$ cat config.mk
export PLATFORM = sky130hd
export DESIGN_NAME = cook_timer
export DESIGN_NICKNAME = d
export VERILOG_FILES = /design/src/rtl/cook_timer.sv
export SDC_FILE = /design/constraint.sdc
export NUM_CORES = 1
export LEC_CHECK = 0
export ABC_CLOCK_PERIOD_IN_PS = 5300
export CAP_MARGIN = 15
export CORE_MARGIN = 5
export CORE_UTILIZATION = 67
export CTS_CLUSTER_SIZE = 25
export DETAILED_ROUTE_END_ITERATION = 7
export DONT_BUFFER_PORTS = 1
export HOLD_SLACK_MARGIN = 0.08
export PLACE_DENSITY = 0.93
export SKIP_CTS_REPAIR_TIMING = 1
export SYNTH_ARGS = -nofsm -noshare
export SYNTH_HDL_FRONTEND = slang
export SYNTH_SLANG_ARGS = --single-unit
$ cat constraint.sdc
create_clock -name clk -period 5.3 [get_ports clk]
set_clock_uncertainty 0.05 [all_clocks]
set_input_delay 0.53 -clock clk [delete_from_list [all_inputs] [get_ports clk]]
set_output_delay 0.53 -clock clk [all_outputs]
set_load 0.03 [all_outputs]
$ cat src/rtl/cook_timer.sv
// -----------------------------------------------------------------------------
// cook_timer
//
// Cook-time countdown for the microwave oven. The user keys in an MM:SS time
// one BCD digit at a time (digits shift in from the right). The time counts
// down once per second only while the magnetron is on. On reaching 00:00 the
// block raises timer_done, which the magnetron controller uses to drop mag_on.
//
// Parameters
//   TICK_DIV   clk cycles per one-second tick
//   CNT_W      prescaler width, 2**CNT_W must be >= TICK_DIV
//
// Ports
//   clk          system clock, all state changes on the rising edge
//   rst          synchronous reset, active-high
//   clearn       clear key, active-low, level-sensitive
//   load_en      one-cycle strobe, load_digit is valid
//   load_digit   keypad digit (BCD); values above 9 are ignored
//   mag_on       magnetron running, from the magnetron controller
//   min_tens     display digit, BCD
//   min_ones     display digit, BCD
//   sec_tens     display digit, BCD
//   sec_ones     display digit, BCD
//   timer_done   registered, high from 00:00 reached until cleared or reloaded
//   running      registered, high while counting down
// -----------------------------------------------------------------------------
module cook_timer #(
   parameter int TICK_DIV = 100,
   parameter int CNT_W    = 7
) (
   input  logic             clk,
   input  logic             rst,
   input  logic             clearn,
   input  logic             load_en,
   input  logic [3:0]       load_digit,
   input  logic             mag_on,
   output logic [3:0]       min_tens,
   output logic [3:0]       min_ones,
   output logic [3:0]       sec_tens,
   output logic [3:0]       sec_ones,
   output logic             timer_done,
   output logic             running
);

   typedef enum logic [1:0] {
      IDLE  = 2'd0,
      ARMED = 2'd1,
      RUN   = 2'd2,
      DONE  = 2'd3
   } state_t;

   localparam logic [CNT_W-1:0] PRESC_LAST = CNT_W'(TICK_DIV - 1);

   // Time is held as {min_tens, min_ones, sec_tens, sec_ones}.
   state_t           state_q, state_d;
   logic [15:0]      time_q, time_d;
   logic [CNT_W-1:0] presc_q, presc_d;
   logic             done_q, done_d;
   logic             running_q, running_d;

   logic             loadValid;
   logic [15:0]      loadBase;
   logic [15:0]      loadTime;
   logic [15:0]      decTime;
   logic             tick;
   logic             counting;

   // One-second BCD decrement of MM:SS. A seconds field entered as 60..99
   // simply counts down through those values; a borrow always wraps to 59.
   always_comb begin
      decTime = time_q;
      if (time_q[3:0] != 4'd0) begin
         decTime[3:0] = time_q[3:0] - 4'd1;
      end else begin
         decTime[3:0] = 4'd9;
         if (time_q[7:4] != 4'd0) begin
            decTime[7:4] = time_q[7:4] - 4'd1;
         end else begin
            decTime[7:4] = 4'd5;
            if (time_q[11:8] != 4'd0) begin
               decTime[11:8] = time_q[11:8] - 4'd1;
            end else begin
               decTime[11:8]  = 4'd9;
               decTime[15:12] = time_q[15:12] - 4'd1;
            end
         end
      end
   end

   // Keypad shift: the oldest digit falls off the left. Loading from DONE
   // starts from a blank display rather than the exhausted 00:00.
   always_comb begin
      loadValid = load_en && (load_digit <= 4'd9) && (state_q != RUN);
      loadBase  = (state_q == DONE) ? 16'h0000 : time_q;
      loadTime  = {loadBase[11:0], load_digit};
   end

   // Counting happens on any edge where mag_on is sampled high in ARMED or
   // RUN, so the edge that starts the run already advances the prescaler.
   always_comb begin
      counting = mag_on && ((state_q == ARMED) || (state_q == RUN));
      tick     = counting && (presc_q == PRESC_LAST);
   end

   // Next-state logic. Priority: clear, then keypad load, then counting.
   always_comb begin
      state_d = state_q;
      time_d  = time_q;
      presc_d = presc_q;

      if (!clearn) begin
         state_d = IDLE;
         time_d  = 16'h0000;
         presc_d = '0;
      end else if (loadValid) begin
         time_d  = loadTime;
         state_d = (loadTime == 16'h0000) ? IDLE : ARMED;
      end else begin
         case (state_q)
            IDLE: begin
               if (mag_on) begin
                  state_d = DONE;
               end
            end
            ARMED, RUN: begin
               if (counting) begin
                  state_d = RUN;
                  if (tick) begin
                     presc_d = '0;
                     time_d  = decTime;
                     if (decTime == 16'h0000) begin
                        state_d = DONE;
                     end
                  end else begin
                     presc_d = presc_q + 1'b1;
                  end
               end else begin
                  // Pausing keeps the prescaler so a resume keeps its phase.
                  state_d = ARMED;
               end
            end
            DONE: begin
               state_d = DONE;
            end
            default: begin
               state_d = IDLE;
            end
         endcase
      end

      done_d    = (state_d == DONE);
      running_d = (state_d == RUN);
   end

   // State register with synchronous reset.
   always_ff @(posedge clk) begin
      if (rst) begin
         state_q   <= IDLE;
         time_q    <= 16'h0000;
         presc_q   <= '0;
         done_q    <= 1'b0;
         running_q <= 1'b0;
      end else begin
         state_q   <= state_d;
         time_q    <= time_d;
         presc_q   <= presc_d;
         done_q    <= done_d;
         running_q <= running_d;
      end
   end

   assign min_tens   = time_q[15:12];
   assign min_ones   = time_q[11:8];
   assign sec_tens   = time_q[7:4];
   assign sec_ones   = time_q[3:0];
   assign timer_done = done_q;
   assign running    = running_q;

endmodule
## Word-level counts from Yosys, hierarchy flattened

Index checks and enable logic that the tools add are counted.

- Bitwise operators: 2
- Equality and inequality tests: 7
- $lt $le $gt $ge: 1
- Reduce and logical (&&, ||, !) cells: 18
- Add/sub/neg operators: 5
- Mux-type cells: 20

Operators by type and width:

| cell | number |
|---|---|
| $mux 16 | 4 |
| $logic_not 16->1 | 2 |
| $mux 12 | 2 |
| $mux 4 | 4 |
| $sub 4x1->4 const B | 4 |
| $reduce_bool 4->1 | 3 |
| $eq 2x2->1 const B | 4 |
| $mux 2 | 4 |
| $mux 8 | 1 |
| $add 7x1->7 const B | 1 |
| $eq 7x7->1 const B | 1 |
| $mux 7 | 1 |
| $pmux 2 s3 | 1 |
| $reduce_and 3->1 | 2 |
| $reduce_bool 2->1 | 3 |
| $le 4x4->1 const B | 1 |
| $logic_and 1x1->1 | 4 |
| $reduce_or 2->1 | 2 |
| $mux 1 | 3 |
| $eq 2x1->1 const B | 1 |
| $logic_not 2->1 | 1 |
| $ne 2x2->1 const B | 1 |
| $not 1->1 | 2 |
| $logic_or 1x1->1 | 1 |

- Input port bits: 9
- Word-level logic and storage cells: 58
- Flip-flop bits (word level): 27
- Output and inout bits: 18

## Longest topological paths before layout

Gate-level depths: netlist of run 1.

- Word-level depth: 12
- Gate-level depth with buffers: 8
- Depth with buffers taken out: 7

## Worst setup path before layout of run 1

OpenSTA, ideal clock, no wires.

- Path kind: reg-to-reg
- Start point: reg time_q[5]
- End point: reg running_q, in the netlist running
- Arrival time: 1.872 ns
- Period minus slack after synthesis: 2.043 ns
- Path buffers: 1
- Data required time: 5.129 ns
- Setup time: 0.121 ns
- Stages on the path, launching flop included: 7
- Path slack: 3.257 ns
- Cells stage by stage: dfxtp_1 > buf_4 > nor4_4 > nand2_1 > o311ai_0 > and4bb_2 > a21oi_1

- Word-level cells in the longest chain between the ends: 11
- Elaborated cells between the ends (all ways): 16
- Those cells by class: 1 x add/sub; 1 x eq/ne; 11 x mux; 3 x reduce/logical

RTL lines:

| item | line | RTL |
|---|---|---|
| from (decl) | 56 | `logic [15:0] time_q, time_d;` |
| from (signal assigned) | 165 | `time_q <= time_d;` |
| $sub 4x1->4 or $reduce_bool 4->1 (tied branches) | 77, 76 |  |
| $mux 4 or $mux 8 (tied branches) | 76 | `if (time_q[7:4] != 4'd0) begin` |
| $mux 12 | 72 | `if (time_q[3:0] != 4'd0) begin` |
| $logic_not 16->1 | 131 | `if (decTime == 16'h0000) begin` |
| $mux 1 | 131 |  |
| $mux 1 | 128 | `if (tick) begin` |
| $mux 2 | 126 | `if (counting) begin` |
| $pmux 2 s3 | 119 | `case (state_q)` |
| $mux 2 (*) | 115 | `end else if (loadValid) begin` |
| $mux 2 (*) | 111 | `if (!clearn) begin` |
| $eq 2x2->1 (*) | 152 | `running_d = (state_d == RUN);` |
| to (signal assigned) | 168 | `running_q <= running_d;` |
| to (decl) | 59 | `logic running_q, running_d;` |

Every way passes the cells marked *; elsewhere a longest branch is shown, timed or not.
A chain may end at the register's enable or synchronous reset.

## Worst setup path after layout of run 1

- Start point: reg state_q[0]
- End point: reg time_q[13]

- Word-level cells in the longest chain between the ends: 6
- Elaborated cells between the ends (all ways): 15
- Those cells by class: 4 x eq/ne; 2 x mux; 9 x reduce/logical

RTL lines:

| item | line | RTL |
|---|---|---|
| from (decl) | 55 | `state_t state_q, state_d;` |
| from (signal assigned) | 164 | `state_q <= state_d;` |
| $eq 2x1->1 or $eq 2x2->1 (tied branches) | 101, 119 |  |
| $logic_or 1x1->1 | 101 | `counting = mag_on && ((state_q == ARMED) \|\| (state_q == RUN));` |
| $logic_and 1x1->1 | 101 |  |
| $logic_and 1x1->1 | 102 | `tick = counting && (presc_q == PRESC_LAST);` |
| $reduce_bool 2->1 (no source line) | - |  |
| $reduce_and 3->1 (no source line) | - |  |

Several ways; a longest one is shown, not always the timed one.

==> key figures, run 1 <==
Timing
  – RSZ-0062 raised after global routing: no
  – Slew HR: 49.2%
  – Total Neg Setup Slack: 0 ns
  – Tmin final: 2.48 ns
  – Achievable Freq: 403 MHz
  – Final Slew Violations: 0
  – Tcrit/Tclk final: 46.8%
  – Final WS setup: 2.82 ns
  – Setup violators final: 0
  – Fin. Hold Viols: 0
  – Slew at the pin with the worst max-slew slack: 0.763 ns

CTS
  – H-tree depth: 1
  – Clock transition at the registers of the reported paths: 0.15 ns
  – Root Buffer: clkbuf_4
  – Max Root-Sink Buffers: 2
  – CTS sink cnt: 27
  – CTS buffer count: 3
  – CTS tree: built
  – Skew-Pair Late Insertion Delay: 0.34 ns

Die
  – Die span in x: 60.8 µm
  – Row count: 18
  – IO Pins: 27
  – Core region area: 0.00248 mm²
  – Die Height: 60.8 µm
  – Die ar.: 0.00370 mm²
  – Initial Utilization: 69.8%

Detailed routing
  – Met2 WL: 1940 µm
  – Max Used Layer: met4
  – Pre-antenna DRT Iters: 4
  – WL final: 3980 µm
  – DRC: 0
  – Met1 wire length: 1600 µm
  – Via count: 1560
  – Wire per inst: 17.0 µm
  – Initial DRC count: 112
  – DR vias/cell: 6.67
  – Met3 wire length: 364 µm
  – Antenna Violating Nets Remaining: 0

Power and ir drop
  – Power Total: 0.372 mW
  – Peak supply drop: 0.000203 V
  – Leak: 0.584 nW
  – PD cells: 217 mW/mm²

Run
  – MaxCap Viol Count: 0

Global route
  – First-pass GRT wire length: 6470 µm
  – Largest net degree at the start of global routing: 24
  – Initial antenna violation count: 0
  – Overflow after GRT: 0
  – Gr usage total: 23.4%
  – Vias in the first global route: 1434

Cells and area
  – Nets@finish: 219
  – Layout area overhead: -0.941%
  – Most common cell after layout, fill and taps aside: dfxtp_1
  – Fin area: 0.00171 mm²
  – Most frequent cells in the layout: 27 x dfxtp_1, 24 x nor2_1, 17 x nand2_1
  – Post-layout util: 69.1%
  – Layout cell share with drive strength beyond 1: 9.31%
  – Antenna cell count: 0

Worst hold path
  – Worst hold path class: input pin to flip-flop

Worst setup path
  – Bufs and invs on worst path: 1
  – CP Capture Type: flip-flop
  – CP max FO: 12
  – Slowest stage delay, CP: 0.66 ns
  – Worst Path Required: 5.51 ns
  – Crit-path cells: inv_1 > ha_1 > nand4_1 > nor4_4 > a21oi_1 > a311o_2 > a21oi_1
  – CP arrival: 2.70 ns
  – Crit Path Class: flip-flop to flip-flop
  – Slowest CP cell: nor4_4
  – CP delay by family, top: simple AND/OR/NAND/NOR gates
  – Nature of the critical path startpoint: flip-flop
  – Most used cell, CP: a21oi_1

Yosys
  – Dominant cells by area after synthesis: dfxtp_1 31%, nor2_1 5.2%, xor2_1 5.1%
  – Synth top area share: 31.3%
  – Post-synthesis cell type count: 51
  – Seq/Total Area, Yosys: 31.3%
  – Most common flop cell mapped by yosys: dfxtp_1
  – Asr flop ratio synth: 0%
  – Ys Warns: 0
  – Syn nets: 222
  – Synthesized cell area: 0.00173 mm²
  – Avg Cell Area, Syn: 8.31 µm²
  – Post-Syn Instances: 208
  – Number of enable flip-flop cells after synthesis: 0
  – #FFs+latches synth: 27
  – Area leader, netlist: dfxtp_1

Placement
  – Pre-CTS setup slack: 2.86 ns
  – DP Area: 0.00169 mm²
  – Gpl congestion: 0.872
  – Hpwl dp: 2990 µm
  – Port Buf Inserts: 0

Outcome
  – Status: finished clean
[synth_stat cells (2+ instances only)]
library cell,instances
a211oi_1,7
a21oi_1,15
and2_1,2
and3_1,3
buf_6,5
dfxtp_1,27
ha_1,5
inv_1,7
mux2_2,2
mux2i_1,3
nand2_1,17
nand2b_1,4
nand3_1,6
nand4_1,9
nor2_1,24
nor2b_1,2
nor3_1,5
nor3_2,2
nor3b_1,2
nor4_1,2
nor4_4,2
o21ai_0,13
or2_2,3
or3_1,2
xnor2_1,4
xor2_1,10
[cells by family after synthesis]
kind of cell / count (synthesis) / synth area share [%]
flip-flops: 27 / 31.3
buffers and inverters: 15 / 6.22
AND/OR/NAND/NOR: 93 / 30.8
multiplexers: 5 / 3.04
AO/OA/AOI/OAI: 49 / 18.0
XOR/XNOR: 14 / 7.09
adder cells (fa/ha/maj): 5 / 3.62
[metrics by stage]
step | hold slack (ns) | cells
floorplan | 0.421 | 208
global placement | 0.444 | 230
detailed placement | 0.491 | 230
CTS | 0.264 | 234
global route | 0.261 | 234
finish | 0.273 | 234
[registers in the layout, summed over array words and instances (netlist names)]
signal	flops
time_q	16
presc_q	7
state_q	2
running	1
timer_done	1
[per-layer routing]
| layer | GRT usage [%] | vias to the layer above |
|---|---|---|
| met5 | 0 | - |
| met4 | 9.91 | 0 |
| met3 | 4.04 | 5 |
| met2 | 38.9 | 77 |
| met1 | 29.7 | 733 |
| li1 | - | 745 |
[path summary, 6_finish.rpt]
kind	startpoint	endpoint	slack, ns	cells past startpoint
setup / recovery	state_q[0]	time_q[13]	2.82	7
hold / removal	load_digit[1]	time_q[1]	0.27	2
setup reg to reg	state_q[0]	time_q[13]	2.82	7
hold reg to reg	presc_q[1]	presc_q[1]	0.53	2
[where the power goes]
group | switching [mW] | leakage [nW] | internal [mW]
clock network | 0.0636 | 0.0177 | 0.0285
registers | 0.0138 | 0.219 | 0.208
logic | 0.0364 | 0.348 | 0.0220
[layout make-up]
| type | count | area, µm² |
|---|---|---|
| multi-input cells | 166 | 1080 |
| fillers | 206 | 764 |
| flip-flops and latches | 27 | 541 |
| well taps | 30 | 37.5 |
| inverters | 7 | 26.3 |
| clock buffers | 3 | 22.5 |
| clock inverters | 1 | 5.00 |
Power figures use the tool's default switching activity.
==> run 2: changes to the inputs <==
Settings changed: ABC_CLOCK_PERIOD_IN_PS 5300 to 2100, CORE_UTILIZATION 67 to 56, PLACE_DENSITY 0.93 to 0.84.
Clock period 5.3 ns to 2.1 ns, I/O delays scaled along.
==> run 2 against run 1 <==
Utilization rose by 1.0 points. Combinational power rose to 3.8 times the previous value. Worst hold slack got worse by 0.20 ns. Worst setup slack got worse by 2.8 ns. Die area rose by 16%. Clock-buffer cell count rose by 1. First-iteration DRC count rose by 42%. Global-route usage fell by 1.9 points. Power rose to 2.7 times the previous value. Sequential share of layout area fell by 5.7 points. Non-clock buffer count rose by 41. Highest routed layer unchanged.
==> key figures, run 2 (synthesis results as in run 1) <==
Outcome
  – Status: finished clean (unchanged)

Timing
  – Tmin final: 2.09 ns (was 2.48 ns)
  – Slew at the pin with the worst max-slew slack: 0.461 ns (was 0.763 ns)
  – RSZ-0062 raised after global routing: yes (was no)
  – Setup violators final: 0 (unchanged)
  – Final Slew Violations: 0 (unchanged)
  – Achievable Freq: 479 MHz (was 403 MHz)
  – Tcrit/Tclk final: 99.3% (was 46.8%)
  – WHS: 0.0763 ns (was 0.273 ns)
  – Slew HR: 69.0% (was 49.2%)
  – Fin. Hold Viols: 0 (unchanged)

Placement
  – Hpwl dp: 3310 µm (was 2990 µm)
  – Port Buf Inserts: 0 (unchanged)
  – DP Area: 0.00195 mm² (was 0.00169 mm²)
  – Gpl congestion: 0.891 (was 0.872)

Cells and area
  – Most common cell after layout, fill and taps aside: buf_4 (was dfxtp_1)
  – Top flop regs: time_q (16), presc_q (7), state_q (2) (unchanged)
  – Max reg flops: 16 (unchanged)
  – Fin area: 0.00211 mm² (was 0.00171 mm²)
  – Antenna cell count: 0 (unchanged)
  – Layout cell share with drive strength beyond 1: 26.1% (was 9.31%)
  – Top reg by flops: time_q (unchanged)
  – Nets@finish: 260 (was 219)
  – Most frequent cells in the layout: 33 x buf_4, 24 x nor2_1, 23 x dfxtp_1 (was 27 x dfxtp_1, 24 x nor2_1, 17 x nand2_1)
  – FILL cells: 239 (was 206)
  – Layout area overhead: 21.9% (was -0.941%)

Detailed routing
  – Pre-antenna DRT Iters: 5 (was 4)
  – DR vias/cell: 6.29 (was 6.67)
  – Via count: 1750 (was 1560)
  – DRC: 0 (unchanged)
  – Antenna Violating Nets Remaining: 0 (unchanged)
  – WL final: 4660 µm (was 3980 µm)
  – Initial DRC count: 159 (was 112)
  – Wire per inst: 16.8 µm (was 17.0 µm)

Worst setup path
  – Worst Path Required: 2.28 ns (was 5.51 ns)
  – CP arrival: 2.26 ns (was 2.70 ns)
  – CP delay by family, top: simple AND/OR/NAND/NOR gates (unchanged)
  – Slowest CP cell: or4b_4 (was nor4_4)
  – Crit Path Class: flip-flop to flip-flop (unchanged)
  – Nature of the critical path startpoint: flip-flop (unchanged)
  – Bufs and invs on worst path: 1 (unchanged)
  – CP max FO: 6 (was 12)
  – Crit-path cells: or4b_4 > nor4_4 > buf_12 > mux2_4 > nand2_2 > a21oi_1 (was inv_1 > ha_1 > nand4_1 > nor4_4 > a21oi_1 > a311o_2 > a21oi_1)
  – CP Capture Type: flip-flop (unchanged)
  – Slowest stage delay, CP: 0.56 ns (was 0.66 ns)

Global route
  – Initial antenna violation count: 0 (unchanged)
  – Gr usage total: 21.5% (was 23.4%)
  – Largest net degree at the start of global routing: 19 (was 24)
  – First-pass GRT wire length: 7290 µm (was 6470 µm)
  – Vias in the first global route: 1591 (was 1434)
  – Overflow after GRT: 0 (unchanged)

Power and ir drop
  – Peak supply drop: 0.000246 V (was 0.000203 V)
  – Leak: 0.798 nW (was 0.584 nW)
  – PD cells: 470 mW/mm² (was 217 mW/mm²)
  – Power Total: 0.990 mW (was 0.372 mW)

CTS
  – Clock transition at the registers of the reported paths: 0.14 ns (was 0.15 ns)
  – CTS sink cnt: 27 (unchanged)
  – Root Buffer: clkbuf_4 (unchanged)
  – CTS buffer count: 3 (unchanged)
  – Max Root-Sink Buffers: 2 (unchanged)
  – Skew-Pair Late Insertion Delay: 0.33 ns (was 0.34 ns)
  – H-tree depth: 1 (unchanged)
  – CTS tree: built (unchanged)

Worst hold path
  – Worst hold path class: input pin to flip-flop (unchanged)

Die
  – IO Pins: 27 (unchanged)
  – Core region area: 0.00300 mm² (was 0.00248 mm²)
  – Initial Utilization: 57.6% (was 69.8%)
  – Die span in x: 65.6 µm (was 60.8 µm)
  – Die ar.: 0.00430 mm² (was 0.00370 mm²)
  – Die Height: 65.6 µm (was 60.8 µm)
  – Row count: 20 (was 18)

Run
  – MaxCap Viol Count: 0 (unchanged)
run 2: worst register-to-register path, delay by kind of cell, from the launching register on:
kind                   cells  cell delay, ns
AO/OA/AOI/OAI              1            0.06
buffers and inverters      1            0.17
flip-flops                 1            0.35
AND/OR/NAND/NOR            3            1.06
multiplexers               1            0.30
run 2: through the flow:
| stage | setup slack (ns) | instances | setup TNS [ns] | util, % |
|---|---|---|---|---|
| after detailed placement | -0.0304 | 266 | -0.0304 | 64.9 |
| after global routing | -0.0292 | 278 | -0.0714 | 70.2 |
| after CTS | -0.0616 | 270 | -0.0780 | 65.8 |
| after global placement | 0.0681 | 266 | 0 | 64.9 |
| final | 0.0142 | 278 | 0 | 70.2 |
| after floorplan | 0.0572 | 208 | 0 | - |
run 2: final timing paths:
kind,slack [ns],depth (start not counted),endpoint,startpoint
hold / removal,0.08,2,state_q[1],mag_on
setup / recovery,0.01,6,time_q[5],presc_q[4]
setup reg to reg,0.01,6,time_q[5],presc_q[4]
hold reg to reg,0.49,2,time_q[15],time_q[11]
run 2: layout make-up:
type                            count  area, µm²  share of cell area (%)
Clock buffer                        4       26.3                    1.25
Tap cell                           33       41.3                    1.96
Inverter                            7       26.3                    1.25
Timing Repair Buffer               41        353                    16.7
Multi-Input combinational cell    166       1110                    52.9
Sequential cell                    27        546                    25.9
run 2: report_power, final:
group / total [mW] / internal, mW / switching, mW
combinational: 0.222 / 0.0922 / 0.130
sequential: 0.539 / 0.525 / 0.0137
clock: 0.229 / 0.0745 / 0.155
run 2: per-layer routing:
layer | vias to the layer above | wire length, µm | track usage (%)
met3 | 15 | 385 | 4.44
met1 | 819 | 1930 | 27.2
met4 | 0 | 72 | 8.03
li1 | 829 | - | -
met2 | 87 | 2270 | 35.7
met5 | - | 0 | 0
==> run 3: changes to the inputs <==
Settings changed: PLACE_DENSITY 0.84 to 0.76.
==> run 3 against run 2 <==
Routed wire length rose by 2.7%. Sequential share of layout area shrank 0.094 points. Worst setup slack better by 0.047 ns. Die area is the same. Global-route usage down 0.41 points. Via count rose by 0.46%. Sequential power about the same. Critical endpoint is now time_q[13].
==> key figures, run 3 (synthesis results as in run 1) <==
Global route
  – Vias in the first global route: 1619 (was 1591)
  – Initial antenna violation count: 0 (unchanged)
  – Gr usage total: 21.1% (was 21.5%)
  – Overflow after GRT: 0 (unchanged)
  – Largest net degree at the start of global routing: 19 (unchanged)
  – First-pass GRT wire length: 7180 µm (was 7290 µm)

Cells and area
  – Top reg by flops: time_q (unchanged)
  – Layout area overhead: 22.6% (was 21.9%)
  – Top flop regs: time_q (16), presc_q (7), state_q (2) (unchanged)
  – Layout cell share with drive strength beyond 1: 27.8% (was 26.1%)
  – Fin area: 0.00212 mm² (was 0.00211 mm²)
  – Most common cell after layout, fill and taps aside: buf_4 (unchanged)
  – FILL cells: 252 (was 239)
  – Nets@finish: 263 (was 260)
  – Antenna cell count: 0 (unchanged)
  – Most frequent cells in the layout: 36 x buf_4, 24 x nor2_1, 22 x dfxtp_1 (was 33 x buf_4, 24 x nor2_1, 23 x dfxtp_1)
  – Max reg flops: 16 (unchanged)

CTS
  – CTS sink cnt: 27 (unchanged)
  – CTS buffer count: 3 (unchanged)
  – Clock transition at the registers of the reported paths: 0.13 ns (was 0.14 ns)
  – CTS tree: built (unchanged)
  – Root Buffer: clkbuf_4 (unchanged)
  – Max Root-Sink Buffers: 2 (unchanged)
  – Skew-Pair Late Insertion Delay: 0.34 ns (was 0.33 ns)
  – H-tree depth: 1 (unchanged)

Die
  – IO Pins: 27 (unchanged)
  – Row count: 20 (unchanged)
  – Die span in x: 65.6 µm (unchanged)
  – Die Height: 65.6 µm (unchanged)
  – Die ar.: 0.00430 mm² (unchanged)
  – Initial Utilization: 57.6% (unchanged)
  – Core region area: 0.00300 mm² (unchanged)

Timing
  – Tmin final: 2.04 ns (was 2.09 ns)
  – Setup violators final: 0 (unchanged)
  – Slew at the pin with the worst max-slew slack: 0.499 ns (was 0.461 ns)
  – Tcrit/Tclk final: 97.1% (was 99.3%)
  – Achievable Freq: 491 MHz (was 479 MHz)
  – Fin. Hold Viols: 0 (unchanged)
  – Final Slew Violations: 0 (unchanged)
  – RSZ-0062 raised after global routing: yes (unchanged)
  – Final WS setup: 0.0617 ns (was 0.0142 ns)
  – Total Neg Setup Slack: 0 ns (unchanged)
  – Slew HR: 66.2% (was 69.0%)

Detailed routing
  – Via count: 1758 (was 1750)
  – Pre-antenna DRT Iters: 6 (was 5)
  – Initial DRC count: 164 (was 159)
  – Antenna Violating Nets Remaining: 0 (unchanged)
  – DR vias/cell: 6.26 (was 6.29)
  – DRC: 0 (unchanged)
  – Wire per inst: 17.0 µm (was 16.8 µm)
  – WL final: 4790 µm (was 4660 µm)

Outcome
  – Status: finished clean (unchanged)

Power and ir drop
  – Leak: 0.811 nW (was 0.798 nW)
  – Peak supply drop: 0.000336 V (was 0.000246 V)
  – PD cells: 472 mW/mm² (was 470 mW/mm²)

Placement
  – Gpl congestion: 0.899 (was 0.891)
  – Port Buf Inserts: 0 (unchanged)
  – DP Area: 0.00192 mm² (was 0.00195 mm²)
  – Hpwl dp: 3390 µm (was 3310 µm)
  – Pre-CTS setup slack: -0.0448 ns (was -0.0304 ns)

Worst setup path
  – Slowest stage delay, CP: 0.54 ns (was 0.56 ns)
  – CP Capture Type: flip-flop (unchanged)
  – CP max FO: 5 (was 6)
  – Worst Path Required: 2.32 ns (was 2.28 ns)
  – Crit Path Class: flip-flop to flip-flop (unchanged)
  – Slowest CP cell: or4b_4 (unchanged)
  – CP arrival: 2.26 ns (about the same)
  – CP delay by family, top: simple AND/OR/NAND/NOR gates (unchanged)
  – Crit-path cells: or4b_4 > nor4_4 > buf_6 > a21oi_1 > a311o_2 > a21oi_2 (was or4b_4 > nor4_4 > buf_12 > mux2_4 > nand2_2 > a21oi_1)
  – Bufs and invs on worst path: 1 (unchanged)
  – Nature of the critical path startpoint: flip-flop (unchanged)

Run
  – MaxCap Viol Count: 0 (unchanged)

Worst hold path
  – Worst hold path class: input pin to flip-flop (unchanged)
==> run 3: cell type report <==
class                           count  area [µm²]  area share [%]
Multi-Input combinational cell    166        1130            53.1
Sequential cell                    27         547            25.8
Tap cell                           33        41.3            1.95
Inverter                            7        26.3            1.24
Timing Repair Buffer               44         353            16.6
Clock buffer                        4        26.3            1.24
==> run 3: worst paths after layout <==
kind | startpoint | slack (ns) | cells after the start | to
max | presc_q[4] | 0.06 | 6 | time_q[13]
min | mag_on | 0.13 | 3 | timer_done
max reg2reg | presc_q[4] | 0.06 | 6 | time_q[13]
min reg2reg | time_q[11] | 0.45 | 2 | time_q[15]
==> run 3: worst reg2reg max path: stages (launching register included) <==
cell     delay, ns
dfxtp_2       0.36
or4b_4        0.54
nor4_4        0.33
buf_6         0.17
a21oi_1       0.07
a311o_2       0.32
a21oi_2       0.13
==> run 3: routing by layer <==
| metal | global-route usage (%) | vias to the layer above | share of wire (%) |
|---|---|---|---|
| met5 | 0 | - | 0 |
| met4 | 8.03 | 0 | 1.6 |
| met3 | 3.76 | 11 | 7.1 |
| met2 | 36.3 | 82 | 51 |
| met1 | 25.9 | 832 | 41 |
| li1 | - | 833 | - |
==> run 3: report_power, final <==
part / switching, mW / total [mW] / leakage (nW) / internal [mW]
clock network: 0.159 / 0.233 / 0.0150 / 0.0746
logic: 0.133 / 0.230 / 0.575 / 0.0965
registers: 0.0132 / 0.538 / 0.221 / 0.525
total: 0.305 / 1.00 / 0.811 / 0.696
==> run 3: stage by stage <==
stage	util, %	power [mW]	hold WS (ns)	instances
final	70.6	1.00	0.134	281
after global routing	70.6	1.04	0.148	281
after CTS	64.9	0.970	-0.0560	268
after detailed placement	64.0	0.747	0.315	264
after global placement	64.0	0.741	0.309	264
after floorplan	-	0.693	0.296	208
